<file path="config.mk">
export PLATFORM = sky130hd
export DESIGN_NAME = ll_scoreboard
export DESIGN_NICKNAME = d
export VERILOG_FILES = /design/src/rtl/ll_scoreboard.sv
export SDC_FILE = /design/constraint.sdc
export NUM_CORES = 1
export LEC_CHECK = 0
export CAP_MARGIN = 15
export CORE_AREA = 2 2 75 91
export DETAILED_ROUTE_END_ITERATION = 8
export DIE_AREA = 0 0 77 93
export DONT_BUFFER_PORTS = 1
export PLACE_DENSITY = 0.74
export SLEW_MARGIN = 0
export SYNTH_ARGS = -nofsm -noshare
export SYNTH_HDL_FRONTEND = slang
export SYNTH_SLANG_ARGS = --single-unit
</file>
<file path="constraint.sdc">
create_clock -name clk -period 2.84 [get_ports clk]
set_input_delay 0.568 -clock clk [delete_from_list [all_inputs] [get_ports clk]]
set_output_delay 0.568 -clock clk [all_outputs]
set_load 0.02 [all_outputs]
</file>
<file path="src/rtl/ll_scoreboard.sv">
// Long-latency writeback scoreboard: tracks in-flight load/div destinations and stalls ID on a RAW hazard.
// Optional consistency checker (sticky err output) is enabled by defining SCOREBOARD_CHECK_EN.
module ll_scoreboard #(
  parameter int DEPTH = 4,
  parameter int PTR_W = 2
) (
  input  logic             clk,
  input  logic             rst,
  input  logic [4:0]       ID_rs1,
  input  logic [4:0]       ID_rs2,
  input  logic [4:0]       ID_rd,
  input  logic [2:0]       ID_ValidReg,
  input  logic             ID_LongLat,
  input  logic             ID_issue,
  input  logic             EX_flush,
  input  logic             WB_ll_done,
  input  logic [4:0]       WB_rd,
  output logic             stall,
  output logic [31:0]      pending,
  output logic [PTR_W:0]   count
`ifdef SCOREBOARD_CHECK_EN
  ,
  output logic             err
`endif
);

  localparam logic [PTR_W:0] DEPTH_C = (PTR_W+1)'(DEPTH);

  logic [4:0]       tag_reg [DEPTH];
  logic [PTR_W-1:0] head_reg, head_next;
  logic [PTR_W-1:0] tail_reg, tail_next;
  logic [PTR_W-1:0] wr_ptr;
  logic [PTR_W:0]   count_reg, count_next;
  logic             ex_ll_reg;

  logic [DEPTH-1:0] entry_valid;
  logic [DEPTH-1:0] entry_hit;
  logic [31:0]      entry_dec [DEPTH];

  logic rs1_rd, rs2_rd;
  logic hit, full_blk;
  logic push, pop, squash;

  // x0 reads never depend on anything in flight
  assign rs1_rd = ID_ValidReg[1] & (ID_rs1 != 5'd0);
  assign rs2_rd = ID_ValidReg[2] & (ID_rs2 != 5'd0);

  generate
    for (genvar gi = 0; gi < DEPTH; gi++) begin : g_entry
      logic [PTR_W-1:0] age;
      logic             is_retiring;
      logic             src_match;

      assign age         = PTR_W'(gi) - head_reg;
      assign entry_valid[gi] = ({1'b0, age} < count_reg);
      // The retiring head is visible to ID through the write-first register file
      assign is_retiring = WB_ll_done & (age == '0);
      assign src_match   = (rs1_rd & (tag_reg[gi] == ID_rs1)) |
                           (rs2_rd & (tag_reg[gi] == ID_rs2));
      assign entry_hit[gi] = entry_valid[gi] & ~is_retiring & src_match;
      assign entry_dec[gi] = entry_valid[gi] ? (32'd1 << tag_reg[gi]) : 32'd0;
    end
  endgenerate

  assign hit      = |entry_hit;
  assign full_blk = ID_LongLat & ID_ValidReg[0] & (count_reg == DEPTH_C) & ~WB_ll_done;
  assign stall    = hit | full_blk;

  assign push = ID_issue & ~stall & ID_LongLat & ID_ValidReg[0] & (ID_rd != 5'd0);
  assign pop  = WB_ll_done & (count_reg != '0);
  // A squash can only remove an entry that is not also leaving through WB this cycle
  assign squash = EX_flush & ex_ll_reg & (count_reg > (PTR_W+1)'(pop));

  // A push that coincides with a squash reuses the squashed tail slot
  assign wr_ptr = squash ? (tail_reg - PTR_W'(1)) : tail_reg;

  always_comb begin
    pending = '0;
    for (int i = 0; i < DEPTH; i++) begin
      pending = pending | entry_dec[i];
    end
    pending[0] = 1'b0;
  end

  always_comb begin
    head_next = pop ? (head_reg + PTR_W'(1)) : head_reg;
    case ({push, squash})
      2'b10:   tail_next = tail_reg + PTR_W'(1);
      2'b01:   tail_next = tail_reg - PTR_W'(1);
      default: tail_next = tail_reg;
    endcase
    count_next = count_reg + (PTR_W+1)'(push) - (PTR_W+1)'(pop) - (PTR_W+1)'(squash);
  end

  assign count = count_reg;

  always_ff @(posedge clk) begin
    if (rst) begin
      head_reg  <= '0;
      tail_reg  <= '0;
      count_reg <= '0;
      ex_ll_reg <= 1'b0;
    end else begin
      head_reg  <= head_next;
      tail_reg  <= tail_next;
      count_reg <= count_next;
      ex_ll_reg <= push;
    end
  end

  // Tag storage carries no reset; validity comes solely from head/count
  always_ff @(posedge clk) begin
    if (push && !rst) begin
      tag_reg[wr_ptr] <= ID_rd;
    end
  end

`ifdef SCOREBOARD_CHECK_EN
  logic err_reg;

  assign err = err_reg;

  always_ff @(posedge clk) begin
    if (rst) begin
      err_reg <= 1'b0;
    end else begin
      if (WB_ll_done && (count_reg == '0)) begin
        err_reg <= 1'b1;
        $display("ll_scoreboard: completion with empty scoreboard (WB_rd=%0d)", WB_rd);
      end
      if (pop && (WB_rd != tag_reg[head_reg])) begin
        err_reg <= 1'b1;
        $display("ll_scoreboard: out-of-order completion WB_rd=%0d head=%0d", WB_rd, tag_reg[head_reg]);
      end
      if (push && (count_reg == DEPTH_C) && !pop) begin
        err_reg <= 1'b1;
        $display("ll_scoreboard: push into full scoreboard (rd=%0d)", ID_rd);
      end
    end
  end
`endif

endmodule

</file>
==> results.md <==
- In the post-route analysis, the smallest setup slack over all paths is -0.2041 ns.
- The count of buffers added on input and output ports is 0.
- At the end of routability-driven placement, the weighted congestion stood at 1.032.
- The fraction of the cycle the final worst path needs is 107.2%.
- The startpoint identified for the worst register-to-register timing path is head_reg[0].
- The data arrival time of the critical path is between 2 and 2.5 ns.
- During synthesis, Yosys emitted a total of 0 warnings.
- For the worst setup path, the data required time is 2.27 ns.
- The worst slew margin relative to its limit is between 40% and 50%.
- The final antenna-violating net count is 0.
- The critical path in this run is classified as flop to primary output.
- Setup repair after global routing could not meet its margin everywhere.
- The critical-path maximum fanout is 7.
- The worst register-to-register path ends at tail_reg[1].
- The area of the placeable core is around 6300 um2.
- TritonCTS created 3 clock buffers.
- Measured along the y axis, the die boundary spans approximately 93 um.
- The most common cell after layout, fill and taps aside is buf_4.
- For this configuration, the core starts out at a cell density of roughly half.
- The area growth from synthesis to final layout is 33.39%.
- The post-CTS clock slew at the launch and capture registers of the worst setup and hold paths is 0.10 ns.
- The detailed router finished its first iteration with roughly 300 violations.
- The count of final max-slew check failures is 0.
- Synthesis produced a netlist whose cell count is about 390.
- The total of endpoints with negative setup slack in the final report is 27.
- The buffer levels on the longest clock path is 2.
- The initial antenna violation count is 0.
- The flow ran to the end, but the final reports show violations.
- The critical path starts at head_reg[1].
- STA classifies the critical path endpoint as a primary output.
- The number of global-route vias before repair is between 3000 and 4000.
- The net count of the finished layout is about 460.
- Based on the critical path, the design can be clocked at up to roughly 330 MHz.
- The standard cell area after detailed placement is between 3000 and 4000 um2.
- Across the run, the number of max-cap violations was 0.
- Global routing used 27.61% of the available tracks across all layers.
- The fraction of power spent switching nets is between 40% and 50%.
- The finished cells cover slightly above 4000 um2.
- The half-perimeter wire length after detailed placement is around 7600 um.
- The clock tree from TritonCTS is yes.
- The register-to-register setup slack is -0.08 ns.
- The post-route minimum period is 3.044 ns.
- The number of filler cells placed in the layout is 538.
- The number of flip-flops and latches in the synthesized netlist is 28.
- The cell area that synthesis handed to floorplanning was between 3000 and 4000 um2.
- Across the VDD grid, the largest voltage drop is 0.4866 mV.
- The clock insertion delay at the later pin of the skew report is between 0.2 and 0.3 ns.
- The kind of cell with the highest combined delay on the critical path is compound AO/OA/AOI/OAI gates.
- In this run the power spent charging and discharging nets is between 1 and 1.5 mW.
- Sequential cells were found to cover between 20% and 30% of the synthesized design area.
- In this run the core area contains 32 standard-cell rows.
- In this run the clock root is driven by a clkbuf_8.
- The floorplan step set the die width to just under 80 um.
- 0 antenna diodes ended up in the layout.
- The checks that failed: negative setup slack.
- The min-delay analysis places its worst path in the category input pin to flop.
- The most used flip-flop cell after synthesis is edfxtp_1.
- The maximum number of pins on one net before global-route repair is 17.
- The floorplan step defined a die boundary enclosing roughly 7000 um2.
- The post-synth net total is about 430.
- In this run, synthesis inferred 20 flip-flops with an integrated enable.
- Walking the worst path, the cells encountered are inv_2 > ha_4 > inv_4 > ha_4 > nand2b_4 > a2bb2oi_4 > buf_6 > and2_4 > buf_6 > a32o_1 > a221o_1.
- The count of final hold-check violations is 0.
- The total overflow reported by the global router is 0.
- In the final timing run, aggregate negative setup slack is -2.448 ns.
- The clock sink total is 28.
- In this run the number of H-tree levels came out at 1.
- Among all stages on the critical path, the largest delay is contributed by a221o_1.
- The number of buffers and inverters on the critical path is 4.
- For this block, the routed nets add up to between 10000 and 15000 um of wire.
- In this run the power density over the cells is between 600 and 700 nW/um2.
- The share of power burned in registers is between 15 and 20%.
- The post-detailed-route via-to-cell ratio is roughly 6.5.
- A synthesized cell averages between 7 and 8 um2.
- The flip-flop count of the largest register, all copies and words added is 20.
- On the worst path, the slowest cell contributes a delay of about 0.36 ns.
- The worst hold path begins at rst.
- For the pin with the worst max-slew slack, the measured transition is between 0.8 and 0.9 ns.
- STA classifies the critical path startpoint as a flop.
- The iteration count of the initial detailed-routing pass is 6.
- Counting flops with an async set or reset pin after synthesis yields a share of 0%.
- Clock skew on the completed layout was measured at approximately 0.007 ns.
- After detailed routing, the number of remaining DRC violations is 0.
- The hold-critical path endpoint is tail_reg[1].
- The total via count in the routed design is 3293.
- The wire length of the first global-routing pass is around 16000 um.
- The post-synthesis cell type count is 58.
- Counting cells, the worst reg-to-reg path comes to 15.
- The count of cell instances traversed by the critical path is 11.
- The analysis attributes to cell leakage a power of 1.531 nW.
- The routed wire length per instance is around 21 um.
- The library cells used most frequently in the layout, excluding fill and tap cells, are 58 x buf_4, 28 x xnor2_1, 25 x nand2_1, 21 x nor2_1, 20 x edfxtp_1.
- The clock network is responsible for 11.2% of the overall power.
- Of the cells placed in the final design, the portion with a size suffix greater than 1 is a little under two fifths.
- Internal power comes to between 1.5 and 2 mW.
- Cells fill around two thirds of the core in the end.
- The number of cells on the worst hold path is 1.
- Combinational logic is responsible for between 70% and 80% of the overall power.
- The top-level I/O count is 65.
-- layer usage --
| layer | up-vias | GRT usage [%] | part of all wire (%) |
|---|---|---|---|
| li1 | 1486 | - | - |
| met1 | 1575 | 33.48 | 38 |
| met2 | 195 | 48.83 | 50 |
| met4 | 0 | 12.80 | 4.1 |
| met3 | 37 | 3.378 | 8.0 |
| met5 | - | 0 | 0 |
-- how the worst max path moves through the flow --
stage             endpoint  slack, ns
3_3_place_gp    pending[5]      -0.03
4_1_cts        pending[21]      -0.18
6_report       pending[22]      -0.20
5_1_grt        pending[16]      -0.28
2_1_floorplan     count[2]      -0.04
3_5_place_dp    pending[5]      -0.05
-- cells by family (layout without fill, tap and decap cells) --
| family | Yosys count | after routing | synth area share, % |
|---|---|---|---|
| buffers and inverters | 47 | 81 | 6.474 |
| AOI/OAI and AO/OA | 78 | 78 | 19.87 |
| muxes | 2 | 2 | 0.6515 |
| DFF | 28 | 28 | 24.76 |
| other | 1 | 1 | 0.1220 |
| adders and majority gates | 14 | 14 | 5.945 |
| and+or+nand+nor | 170 | 170 | 29.36 |
| xor gates and xnor gates | 45 | 45 | 12.83 |
-- per-stage QoR --
stage	total power [mW]	worst slack, ns	hold slack (ns)	cells
floorplan	1.389	-0.04015	0.5111	385
detailed placement	1.864	-0.05299	0.5607	489
global placement	1.833	-0.03108	0.5337	489
global route	2.932	-0.2782	0.3305	504
finish	2.800	-0.2041	0.3345	504
CTS	2.420	-0.1809	0.3353	497
-- Yosys cell counts, drive strengths merged (5+ instances only) --
| cell | instances | share of area [%] |
|---|---|---|
| xor2 | 16 | 4.6 |
| nand2b | 6 | 1.2 |
| a32oi | 14 | 4.0 |
| ha | 13 | 5.3 |
| a21oi | 8 | 1.3 |
| buf | 7 | 1.6 |
| dfxtp | 8 | 5.2 |
| and2 | 5 | 1.0 |
| clkbuf | 29 | 3.5 |
| edfxtp | 20 | 20 |
| nor2b | 13 | 2.6 |
| xnor2 | 29 | 8.3 |
| nor3b | 9 | 2.2 |
| nand4 | 8 | 1.6 |
| nor2 | 25 | 3.1 |
| or4 | 5 | 1.5 |
| a32o | 5 | 1.6 |
| a22oi | 10 | 2.4 |
| nand2 | 33 | 4.0 |
| nand3 | 29 | 4.7 |
| o21ai | 13 | 2.7 |
| nor4 | 10 | 2.0 |
| o211ai | 6 | 1.6 |
| nor3 | 12 | 2.0 |
| inv | 11 | 1.3 |
-- final cells by class --
class / count / area, um2 / area share (%)
clock inverters: 1 / 30.03 / 0.7326
clock buffers: 3 / 41.29 / 1.007
well taps: 85 / 106.4 / 2.595
multi-input cells: 310 / 2585 / 63.06
repair buffers: 66 / 525.5 / 12.82
flip-flops and latches: 28 / 767.0 / 18.71
inverters: 11 / 43.79 / 1.068
-- timing repair --
item	CTS	global route
pin swaps	23	20
setup buffers	4	8
gates resized for setup	43	50
endpoints found under the setup margin	33	40
hold buffers	0	0
cloned	0	0
-- power groups by stage --
stage | Combinational [mW] | Clock [mW] | Sequential, mW
finish | 1.97 | 0.314 | 0.515
global route | 2.09 | 0.324 | 0.518
CTS | 1.59 | 0.312 | 0.514
detailed placement | 1.35 | 0 | 0.516
global placement | 1.32 | 0 | 0.513
floorplan | 0.839 | 0 | 0.550
Power figures use the tool's default switching activity.
